===== config.mk =====
export PLATFORM = sky130hd
export DESIGN_NAME = priority_encoder_pipe
export DESIGN_NICKNAME = d
export VERILOG_FILES = /design/src/rtl/priority_encoder_pipe.sv
export SDC_FILE = /design/constraint.sdc
export NUM_CORES = 1
export LEC_CHECK = 0
export CORE_UTILIZATION = 45
export CTS_BUF_LIST = sky130_fd_sc_hd__clkbuf_2
export CTS_CLUSTER_DIAMETER = 200
export DETAILED_ROUTE_END_ITERATION = 10
export DONT_BUFFER_PORTS = 1
export SLEW_MARGIN = 10
export SYNTH_ARGS = -nofsm -noshare
export SYNTH_HDL_FRONTEND = slang
export SYNTH_SLANG_ARGS = --single-unit
export TNS_END_PERCENT = 10

===== constraint.sdc =====
create_clock -name clk -period 3.6 [get_ports clk]
set_clock_uncertainty 0.15 [all_clocks]
set_input_delay 0.72 -clock clk [delete_from_list [all_inputs] [get_ports clk]]
set_output_delay 0.72 -clock clk [all_outputs]
set_load 0.005 [all_outputs]

===== src/rtl/priority_encoder_pipe.sv =====
// rtl/priority_encoder_pipe.sv - priority/one-hot encoder feeding a 2-entry result FIFO
module priority_encoder_pipe #(
    parameter int WIDTH = 16,
    parameter int MODE  = 0,
    localparam int OUT_W = $clog2(WIDTH)
) (
    input  logic             clk,
    input  logic             rst,
    input  logic             in_valid,
    output logic             in_ready,
    input  logic [WIDTH-1:0] encode_in,
    input  logic             err_clr,
    output logic             out_valid,
    input  logic             out_ready,
    output logic [OUT_W-1:0] encode_out,
    output logic             out_zero,
    output logic             out_multi,
    output logic [7:0]       err_count
);

    localparam int ENTRY_W = OUT_W + 2;

    logic [OUT_W-1:0]   lo_idx;
    logic [OUT_W-1:0]   hi_idx;
    logic [OUT_W-1:0]   enc_idx;
    logic               enc_zero;
    logic               enc_multi;
    logic [ENTRY_W-1:0] mem [2];
    logic [ENTRY_W-1:0] head;
    logic               wr_ptr;
    logic               rd_ptr;
    logic [1:0]         count;
    logic               push;
    logic               pop;

    always_comb begin
        lo_idx = '0;
        hi_idx = '0;
        for (int i = WIDTH - 1; i >= 0; i--) begin
            if (encode_in[i]) lo_idx = OUT_W'(i);
        end
        for (int i = 0; i < WIDTH; i++) begin
            if (encode_in[i]) hi_idx = OUT_W'(i);
        end
        enc_zero  = ~|encode_in;
        // Clearing the lowest set bit leaves something only when two or more were set.
        enc_multi = |(encode_in & (encode_in - WIDTH'(1)));
        case (MODE)
            1:       enc_idx = lo_idx;
            2:       enc_idx = hi_idx;
            default: enc_idx = (!enc_zero && !enc_multi) ? lo_idx : '0;
        endcase
    end

    assign in_ready  = !rst && (count != 2'd2);
    assign out_valid = (count != 2'd0);
    assign push      = in_valid && in_ready;
    assign pop       = out_valid && out_ready;

    always_ff @(posedge clk) begin
        if (rst) begin
            count  <= 2'd0;
            wr_ptr <= 1'b0;
            rd_ptr <= 1'b0;
        end else begin
            if (push) wr_ptr <= ~wr_ptr;
            if (pop)  rd_ptr <= ~rd_ptr;
            case ({push, pop})
                2'b10:   count <= count + 2'd1;
                2'b01:   count <= count - 2'd1;
                default: count <= count;
            endcase
        end
    end

    always_ff @(posedge clk) begin
        if (push) mem[wr_ptr] <= {enc_idx, enc_zero, enc_multi};
    end

    assign head       = mem[rd_ptr];
    assign encode_out = out_valid ? head[ENTRY_W-1:2] : '0;
    assign out_zero   = out_valid ? head[1] : 1'b0;
    assign out_multi  = out_valid ? head[0] : 1'b0;

    always_ff @(posedge clk) begin
        if (rst || err_clr) begin
            err_count <= 8'd0;
        end else if (push && (enc_zero || enc_multi) && (err_count != 8'hFF)) begin
            err_count <= err_count + 8'd1;
        end
    end

endmodule

==> impl_metrics.json, run 1 <==
{
  "outcome": "finished clean",
  "start_kind": "input pin",
  "final_area_mm2": 0.00154,
  "hold_buffers": 0,
  "final_max_slew_viol_count": 0,
  "clkSinkCount": 25,
  "io_buffers": 0,
  "synth-edff-count": 12,
  "grt_pass1_vias": 1067,
  "finalHoldViolations": 0,
  "fp.coreArea_mm2": 0.00308,
  "wl_um": 2930,
  "finalSetupTns_ns": 0,
  "rows": 20,
  "cp_max_fo": 6,
  "wl_per_cell_um": 14.1,
  "dieHeight_um": 59.2,
  "dp_hpwl_um": 2290,
  "globalRouteOverflowTotal": 0,
  "syn_area_per_cell_um2": 8.98,
  "cts-htree-levels": 1,
  "synthTopCellsByArea": "edfxtp_1 (24%), dfxtp_1 (18%), nor2_1 (7.1%)",
  "fin_nets": 188,
  "setup_viol": 0,
  "synth_top_cell_area_share_pct": 24.5,
  "hp-class": "in2reg",
  "ant_nets": 0,
  "fin_crit_sh_pct": 77.2,
  "synth_seq_area_share_pct": 42.1,
  "cts_resized": 0,
  "placed_area_mm2": 0.00152,
  "gp_congestion": 0.792,
  "vias": 1237,
  "drcViolationCount": 0,
  "clkTransAtPathRegs_ns": 0.22,
  "grt_usage_pct": 17.5,
  "synth-main-ff-cell": "dfxtp_1",
  "worstSkewPairLatency_ns": 0.32,
  "grt_pass1_wl_um": 4730,
  "yosysWarnings": 0,
  "viasPerCell": 5.95,
  "fillers": 318,
  "synth.ff_latch_count": 25,
  "fmax_ghz": 0.360,
  "grt_max_degree": 14,
  "worstMarginPinSlew_ns": 0.565,
  "initialDrtViolationCount": 46,
  "synthCells": 164,
  "worst_ep_arrival_time_ns": 2.88,
  "end_kind": "register",
  "area_delta_synth_final_pct": 4.25,
  "synth.largest_area_cell": "edfxtp_1",
  "rsz0062_at_grt": "false",
  "cts_tree": "done",
  "crit_required_ns": 3.70,
  "async_flop_share_pct": 0,
  "dieArea_mm2": 0.00351,
  "clock_path_buffers": 2,
  "power.leakage_nw": 0.467,
  "postCtsSetupRepairBufs": 0,
  "fin_crit_ns": 2.78,
  "start_util_pct": 47.8,
  "syn_nets": 187,
  "pin_count": 37,
  "antenna_found_initial": 0,
  "numCtsBuffers": 3,
  "timing.slew.headroom_pct": 62.0,
  "die_w_um": 59.2,
  "yosysUniqueCellTypes": 42,
  "maxCapViolCount": 0,
  "vdd_drop_max_v": 0.000184,
  "p_per_area_mw_per_mm2": 389,
  "drt-pass1-iter-count": 4,
  "cts_root_buffer": "clkbuf_2",
  "crit_type": "in2reg",
  "antennaDiodeCount": 0,
  "synth_area_mm2": 0.00147,
  "drive_gt1_share_pct": 9.15
}
synth_stat cells, types with 4 or more instances:
cell	count
nor4_1	5
nand2_1	5
or4_1	5
or2_2	4
nor2_1	28
o21ai_0	6
dfxtp_1	13
nor2b_1	5
a21oi_1	13
mux2i_1	7
edfxtp_1	12
inv_1	8
nand3_1	6
nor3_1	5
critical path: stages:
cell and delay, ns:
or4_4 0.56, o32a_1 0.34, or3_4 0.39, or4_1 0.59, a41o_2 0.28
kinds of logic (layout without fill, tap and decap cells):
| logic type | count (synthesis) | count (layout) | synth area share [%] |
|---|---|---|---|
| AO/OA/AOI/OAI | 36 | 36 | 16.1 |
| XOR/XNOR | 4 | 4 | 2.38 |
| adder cells (fa/ha/maj) | 4 | 4 | 3.06 |
| buffers and inverters | 13 | 13 | 3.40 |
| flip-flops | 25 | 25 | 42.1 |
| multiplexers | 7 | 7 | 4.76 |
| AND/OR/NAND/NOR | 75 | 75 | 28.1 |
layer usage:
layer / global-route usage (%) / wire, um
met3: 3.28 / 115
met2: 29.7 / 1420
met5: 0 / 0
met1: 23.1 / 1380
met4: 4.08 / 17
flip-flops by register name, summed over array words and instances (netlist names), named ones only:
signal	flops
mem	12
count	2
wr_ptr	1
rd_ptr	1
err_count	8
final timing paths:
kind           startpoint            to  slack (ns)  cells past startpoint
max          encode_in[1]  err_count[2]        0.82                      5
min                   rst      count[1]        0.27                      1
max reg2reg      count[0]  err_count[4]        1.43                      6
min reg2reg  err_count[1]  err_count[1]        0.40                      2
power breakdown:
group | switching [mW] | total [mW] | internal (mW) | leakage (nW)
Clock | 0.0747 | 0.104 | 0.0294 | 0.0166
Sequential | 0.0244 | 0.347 | 0.322 | 0.217
Combinational | 0.0838 | 0.147 | 0.0629 | 0.234
Total | 0.183 | 0.597 | 0.415 | 0.467
per-stage QoR:
step                setup slack (ns)  std cells  utilization, %  power, mW  hold slack [ns]
floorplan                      0.526        164               -      0.476            0.322
global placement               0.492        204            49.2      0.494            0.328
detailed placement             0.445        204            49.2      0.501            0.353
CTS                            0.841        208            49.9      0.604            0.249
global route                   0.775        208            49.9      0.640            0.210
finish                         0.822        208            49.9      0.597            0.272
layout make-up:
type	instances	area [um^2]	area share, %
clock buffers	4	20.0	1.30
inverters	8	30.0	1.96
multi-input cells	126	802	52.2
flip-flops and latches	25	621	40.4
well taps	44	55.1	3.59
repair buffers	1	7.51	0.489
cell usage in the layout, fill, tap and decap left out, types with 2 or more instances in the layout:
cell	netlist	layout
a21oi_1	13	13
a31oi_1	2	2
clkbuf_2	0	4
dfxtp_1	13	13
edfxtp_1	12	12
ha_1	2	2
inv_1	8	8
maj3_1	2	2
mux2i_1	7	7
nand2_1	5	5
nand3_1	6	6
nand4b_1	2	2
nor2_1	28	28
nor2b_1	5	5
nor3_1	5	5
nor4_1	5	5
o21ai_0	6	6
o31ai_1	2	2
o41ai_1	3	3
or2_2	4	4
or3_1	3	3
or4_1	5	5
or4_4	2	2
xnor2_1	3	3
(Power assumes the default switching activity.)
==> run 2, diff against run 1 <==
- ABC_AREA: not set -> 1
- clock period: 3.6 -> 2.25 ns (I/O delays scaled with it)
==> run 2 against run 1 <==
  * Setup slack worse by 0.48 ns
  * Non-clock buffer count is 3 higher
  * Routed wire length is 7.5% higher
  * Register-to-register slack worse by 1.1 ns
  * Sequential share of layout area is 4.7 points lower
  * Sequential power is 47% higher
  * Count of clock-buffer cells in the layout is 1 lower
==> impl_metrics.json, run 2 <==
{
  "initialDrtViolationCount": 50,
  "fillers": 344,
  "viasPerCell": 4.80,
  "syn_area_per_cell_um2": 7.10,
  "cts-htree-levels": 1,
  "drive_gt1_share_pct": 13.0,
  "layout_common_cells": "nand2_1 (75), inv_1 (31), nor2_1 (23)",
  "rows": 21,
  "final_max_slew_viol_count": 0,
  "async_flop_share_pct": 0,
  "dieArea_mm2": 0.00389,
  "regMostFlops": "mem",
  "wl_per_cell_um": 11.1,
  "worstSkewPairLatency_ns": 0.34,
  "crit_chain": "inv_1 -> a21oi_1 -> nand2_1 -> ha_1 -> inv_1 -> nand2_1 -> nor2_1 -> nor2_1 -> nor3b_1",
  "critPathMaxStageDelay_ns": 0.44,
  "vias": 1363,
  "dp_hpwl_um": 2490,
  "finalSetupTns_ns": 0,
  "pwr-share-clk_pct": 20.1,
  "finalHoldViolations": 0,
  "cts_resized": 0,
  "die_w_um": 62.4,
  "clkSinkCount": 25,
  "start_util_pct": 48.0,
  "grt_max_degree": 15,
  "postCtsSetupRepairBufs": 0,
  "hp-class": "in2reg",
  "synth_seq_area_share_pct": 37.8,
  "synth_area_mm2": 0.00164,
  "worst_ep_arrival_time_ns": 2.05,
  "globalRouteOverflowTotal": 0,
  "fin_nets": 262,
  "synth_top_cell_area_share_pct": 22.0,
  "end_kind": "register",
  "hold_buffers": 1,
  "crit_required_ns": 2.39,
  "vdd_drop_max_v": 0.000195,
  "grt_pass1_vias": 1278,
  "power.leakage_nw": 0.711,
  "wl_um": 3150,
  "swShare_pct": 29.7,
  "p_comb_share_pct": 19.7,
  "fp.coreArea_mm2": 0.00342,
  "largestRegisters": "mem (12), err_count (8), count (2)",
  "antenna_found_initial": 0,
  "intPower_mw": 0.597,
  "drcViolationCount": 0,
  "synth.top_cells.by_count": "nand2_1 (75), inv_1 (31), nor2_1 (23), a21oi_1 (18), dfxtp_1 (13)",
  "start_kind": "register",
  "timing.slew.headroom_pct": 65.5,
  "antennaDiodeCount": 0,
  "p_total_mw": 0.849,
  "p_per_area_mw_per_mm2": 488,
  "synthCells": 231,
  "dp.cells": 279,
  "syn_nets": 254,
  "worstMarginPinSlew_ns": 0.515,
  "fmax_ghz": 0.523,
  "p_sw_mw": 0.252,
  "synth.largest_area_cell": "edfxtp_1",
  "cp_max_fo": 5,
  "clkTransAtPathRegs_ns": 0.23,
  "pwr-share-seq_pct": 60.2,
  "clock_path_buffers": 2,
  "maxCapViolCount": 0,
  "yosysWarnings": 0,
  "numCtsBuffers": 3,
  "grt_pass1_wl_um": 5360,
  "synth-edff-count": 12,
  "io_buffers": 0,
  "drt-pass1-iter-count": 4,
  "worst_path_max_delay_cell": "dfxtp_1",
  "cts_tree": "done",
  "multi_input_area_um2": 885,
  "setup_viol": 0,
  "synth.ff_latch_count": 25,
  "grt_usage_pct": 17.4,
  "yosysUniqueCellTypes": 31,
  "final-seq-area_um2": 621,
  "pin_count": 37,
  "layout_commonest_cell": "nand2_1",
  "cts_root_buffer": "clkbuf_2",
  "yosysMostFrequentCell": "nand2_1",
  "crit_type": "reg2reg",
  "outcome": "finished clean",
  "gp_congestion": 0.857,
  "dieHeight_um": 62.4,
  "r2r_slack_ns": 0.34,
  "fin_crit_sh_pct": 85.0,
  "stdcell_count": 284,
  "synth-main-ff-cell": "dfxtp_1",
  "synthTopCellsByArea": "edfxtp_1 (22%), nand2_1 (17%), dfxtp_1 (16%)",
  "rsz0062_at_grt": "false",
  "largest_reg_flops": 12,
  "fin_crit_ns": 1.91,
  "area_delta_synth_final_pct": 6.03,
  "ant_nets": 0
}
==> run 2: changes by cell type after synthesis, sizes merged, moves of 4 or more <==
cell | previous run | this run
xor2 | 1 | 6
o21ai | 6 | 2
inv | 8 | 32
a21oi | 13 | 19
nand4 | 1 | 10
nor4 | 6 | 0
nor2b | 5 | 0
or4 | 7 | 0
nor2 | 28 | 34
nand2 | 6 | 81
mux2i | 7 | 0
or3 | 4 | 0
==> run 2: final timing paths <==
path,from,end,cells past startpoint
worst max register to register,count[0],count[1],9
worst min-delay path,out_ready,register,3
worst min register to register,rd_ptr,register,2
worst max-delay path,count[0],count[1],9
==> run 2: logic make-up after synthesis <==
| family | Yosys count | share of synthesized area, % |
|---|---|---|
| AOI/OAI and AO/OA | 25 | 8.70 |
| adders and majority gates | 2 | 1.53 |
| DFF | 25 | 37.8 |
| xor gates and xnor gates | 6 | 3.20 |
| and+or+nand+nor | 139 | 40.5 |
| buffers and inverters | 34 | 8.24 |
==> run 2: critical path, delay by kind of cell, from the launching register on <==
| family | cells | cell delay [ns] |
|---|---|---|
| DFF | 1 | 0.44 |
| buffers and inverters | 2 | 0.14 |
| AOI/OAI and AO/OA | 1 | 0.21 |
| and+or+nand+nor | 5 | 0.57 |
| adders and majority gates | 1 | 0.34 |
==> run 2: power groups by stage <==
stage                     clock network [mW]  logic [mW]  registers (mW)
after floorplan                            0       0.133           0.517
after global placement                     0       0.164           0.521
after detailed placement                   0       0.165           0.521
after CTS                              0.181       0.169           0.511
after global routing                   0.204       0.190           0.515
final                                  0.171       0.167           0.511
==> run 2: metrics by stage <==
stage	util, %	setup WS, ns	cell area, um^2	hold slack [ns]
CTS	50.9	0.353	1740	0.165
floorplan	-	0.400	1640	0.304
global route	50.9	0.0911	1740	0.137
finish	50.9	0.338	1740	0.193
global placement	50.0	0.213	1710	0.316
detailed placement	50.0	0.205	1710	0.326
==> run 2: routing by layer <==
metal | track usage, % | routed length, um | up-vias
li1 | - | - | 752
met2 | 26.5 | 1330 | 30
met3 | 5.47 | 169 | 2
met4 | 6.10 | 19 | 0
met1 | 23.3 | 1630 | 579
met5 | 0 | 0 | -
==> run 2: cell type report <==
cell class / instances / area share [%]
multi-input combinational: 172 / 50.9
sequential: 25 / 35.7
inverter: 33 / 7.12
tap: 46 / 3.31
timing repair buffer: 4 / 1.87
clock buffer: 3 / 0.863
clock inverter: 1 / 0.288
==> run 3, diff against run 2 <==
- ABC_AREA: 1 -> 0
- clock period: 2.25 -> 2 ns (I/O delays scaled with it)
==> run 3 against run 2 <==
  * The run now ends with negative setup slack left
  * Global-route usage rose by 1.2 points
  * Cell count shrank 19%
  * Setup slack lost 0.70 ns
  * Hold slack lost 0.13 ns
  * Register-to-register slack worse by 0.25 ns
  * Count of clock-buffer cells in the layout increased by 1
  * Sequential power is 21% higher
  * Via count decreased by 2.1%
  * Largest cell class unchanged
==> impl_metrics.json, run 3 (synthesized netlist as in run 1, its figures left out) <==
{
  "critPathLaunch": "encode_in[1]",
  "globalRouteOverflowTotal": 0,
  "outcome": "finished with violations",
  "cts-htree-levels": 1,
  "finalHoldViolations": 0,
  "drt-pass1-iter-count": 5,
  "largest_reg_flops": 12,
  "postCtsSetupRepairBufs": 0,
  "dp.cells": 226,
  "ant_nets": 0,
  "fmax_ghz": 0.423,
  "hp-class": "in2reg",
  "dieArea_mm2": 0.00351,
  "fin_crit_ns": 2.36,
  "worst_slack_ns": -0.363,
  "crit_type": "in2reg",
  "io_buffers": 0,
  "clkSinkCount": 25,
  "rr_startpoint": "err_count[1]",
  "worst_ep_arrival_time_ns": 2.43,
  "layout_commonest_cell": "nor2_1",
  "clock_path_buffers": 2,
  "cts_tree": "done",
  "cp_max_fo": 6,
  "grt_usage_pct": 18.6,
  "wl_um": 3250,
  "timing.slew.headroom_pct": 71.4,
  "layout_common_cells": "nor2_1 (26), buf_4 (21), dfxtp_1 (13)",
  "vdd_drop_max_v": 0.000328,
  "viasPerCell": 5.78,
  "dieHeight_um": 59.2,
  "fin_crit_sh_pct": 118,
  "hold_path.startpoint": "err_clr",
  "numCtsBuffers": 3,
  "violations": "negative setup slack",
  "final_max_slew_viol_count": 0,
  "vias": 1335,
  "stdcell_count": 231,
  "grt_max_degree": 14,
  "die_w_um": 59.2,
  "worstSkewPairLatency_ns": 0.33,
  "clkTransAtPathRegs_ns": 0.22,
  "antennaDiodeCount": 0,
  "start_kind": "input pin",
  "maxCapViolCount": 0,
  "power.leakage_nw": 0.599,
  "initialDrtViolationCount": 31,
  "end_kind": "register",
  "grt_pass1_wl_um": 5030,
  "rsz0062_at_grt": "true",
  "p_per_area_mw_per_mm2": 643,
  "drive_gt1_share_pct": 26.2,
  "wl_per_cell_um": 14.1,
  "crit_required_ns": 2.07,
  "drcViolationCount": 0,
  "largestRegisters": "mem (12), err_count (8), count (2)",
  "holdWs_ns": 0.0657,
  "antenna_found_initial": 0,
  "gp_congestion": 0.866,
  "fp.coreArea_mm2": 0.00308,
  "rows": 20,
  "fin_nets": 211,
  "setup_viol": 18,
  "dp_hpwl_um": 2490,
  "grt_pass1_vias": 1166,
  "start_util_pct": 47.8,
  "regMostFlops": "mem",
  "pin_count": 37,
  "worstMarginPinSlew_ns": 0.424,
  "area_delta_synth_final_pct": 20.6,
  "cts_root_buffer": "clkbuf_2"
}
run 3: final cells by class:
class | count | area (um^2)
fill | 287 | 1300
tap | 44 | 55.1
clock buffer | 4 | 20.0
multi-input combinational | 126 | 860
timing repair buffer | 24 | 190
inverter | 8 | 30.0
sequential | 25 | 621
run 3: final timing paths:
check                  to  slack, ns  cells after the start
max reg2reg  err_count[3]       0.09                      6
min reg2reg      count[1]       0.38                      2
min          err_count[5]       0.07                      2
max             mem[1][3]      -0.36                      8
run 3: through the flow:
step	area, um^2	utilization, %	worst slack [ns]	TNS (ns)	total power, mW
6_report	1780	57.7	-0.363	-3.74	1.14
5_1_grt	1780	57.7	-0.356	-4.13	1.21
3_3_place_gp	1680	54.6	-0.765	-10.61	0.940
4_1_cts	1740	56.6	-0.287	-3.10	1.15
3_5_place_dp	1680	54.6	-0.764	-10.96	0.952
2_1_floorplan	1470	-	-0.716	-8.45	0.857
run 3: repair_timing:
action                                  CTS  global route
hold buffers                              1             0
hold endpoints to repair                  5             0
resized for setup                        10             6
pin swaps                                 6             2
endpoints found under the setup margin   18            19
run 3: power by group:
group / switching, mW / total [mW] / internal (mW)
Combinational: 0.173 / 0.333 / 0.160
Sequential: 0.0364 / 0.617 / 0.580
Clock: 0.139 / 0.192 / 0.0529
Total: 0.348 / 1.14 / 0.793
run 3: routing by layer:
layer  global-route usage [%]  part of all wire [%]  wire, um  up-vias
met1                     23.9                    46      1490      626
met3                     4.15                   4.9       159        4
met5                        0                     0         0        -
li1                         -                     -         -      665
met4                     7.14                  0.89        29        0
met2                     30.5                    48      1570       40
run 3: critical path: stages:
cell,delay [ns]
or4_4,0.51
o32a_1,0.34
or3_4,0.35
buf_6,0.13
nor4_4,0.24
nand2b_1,0.14
nor3_2,0.17
buf_4,0.15
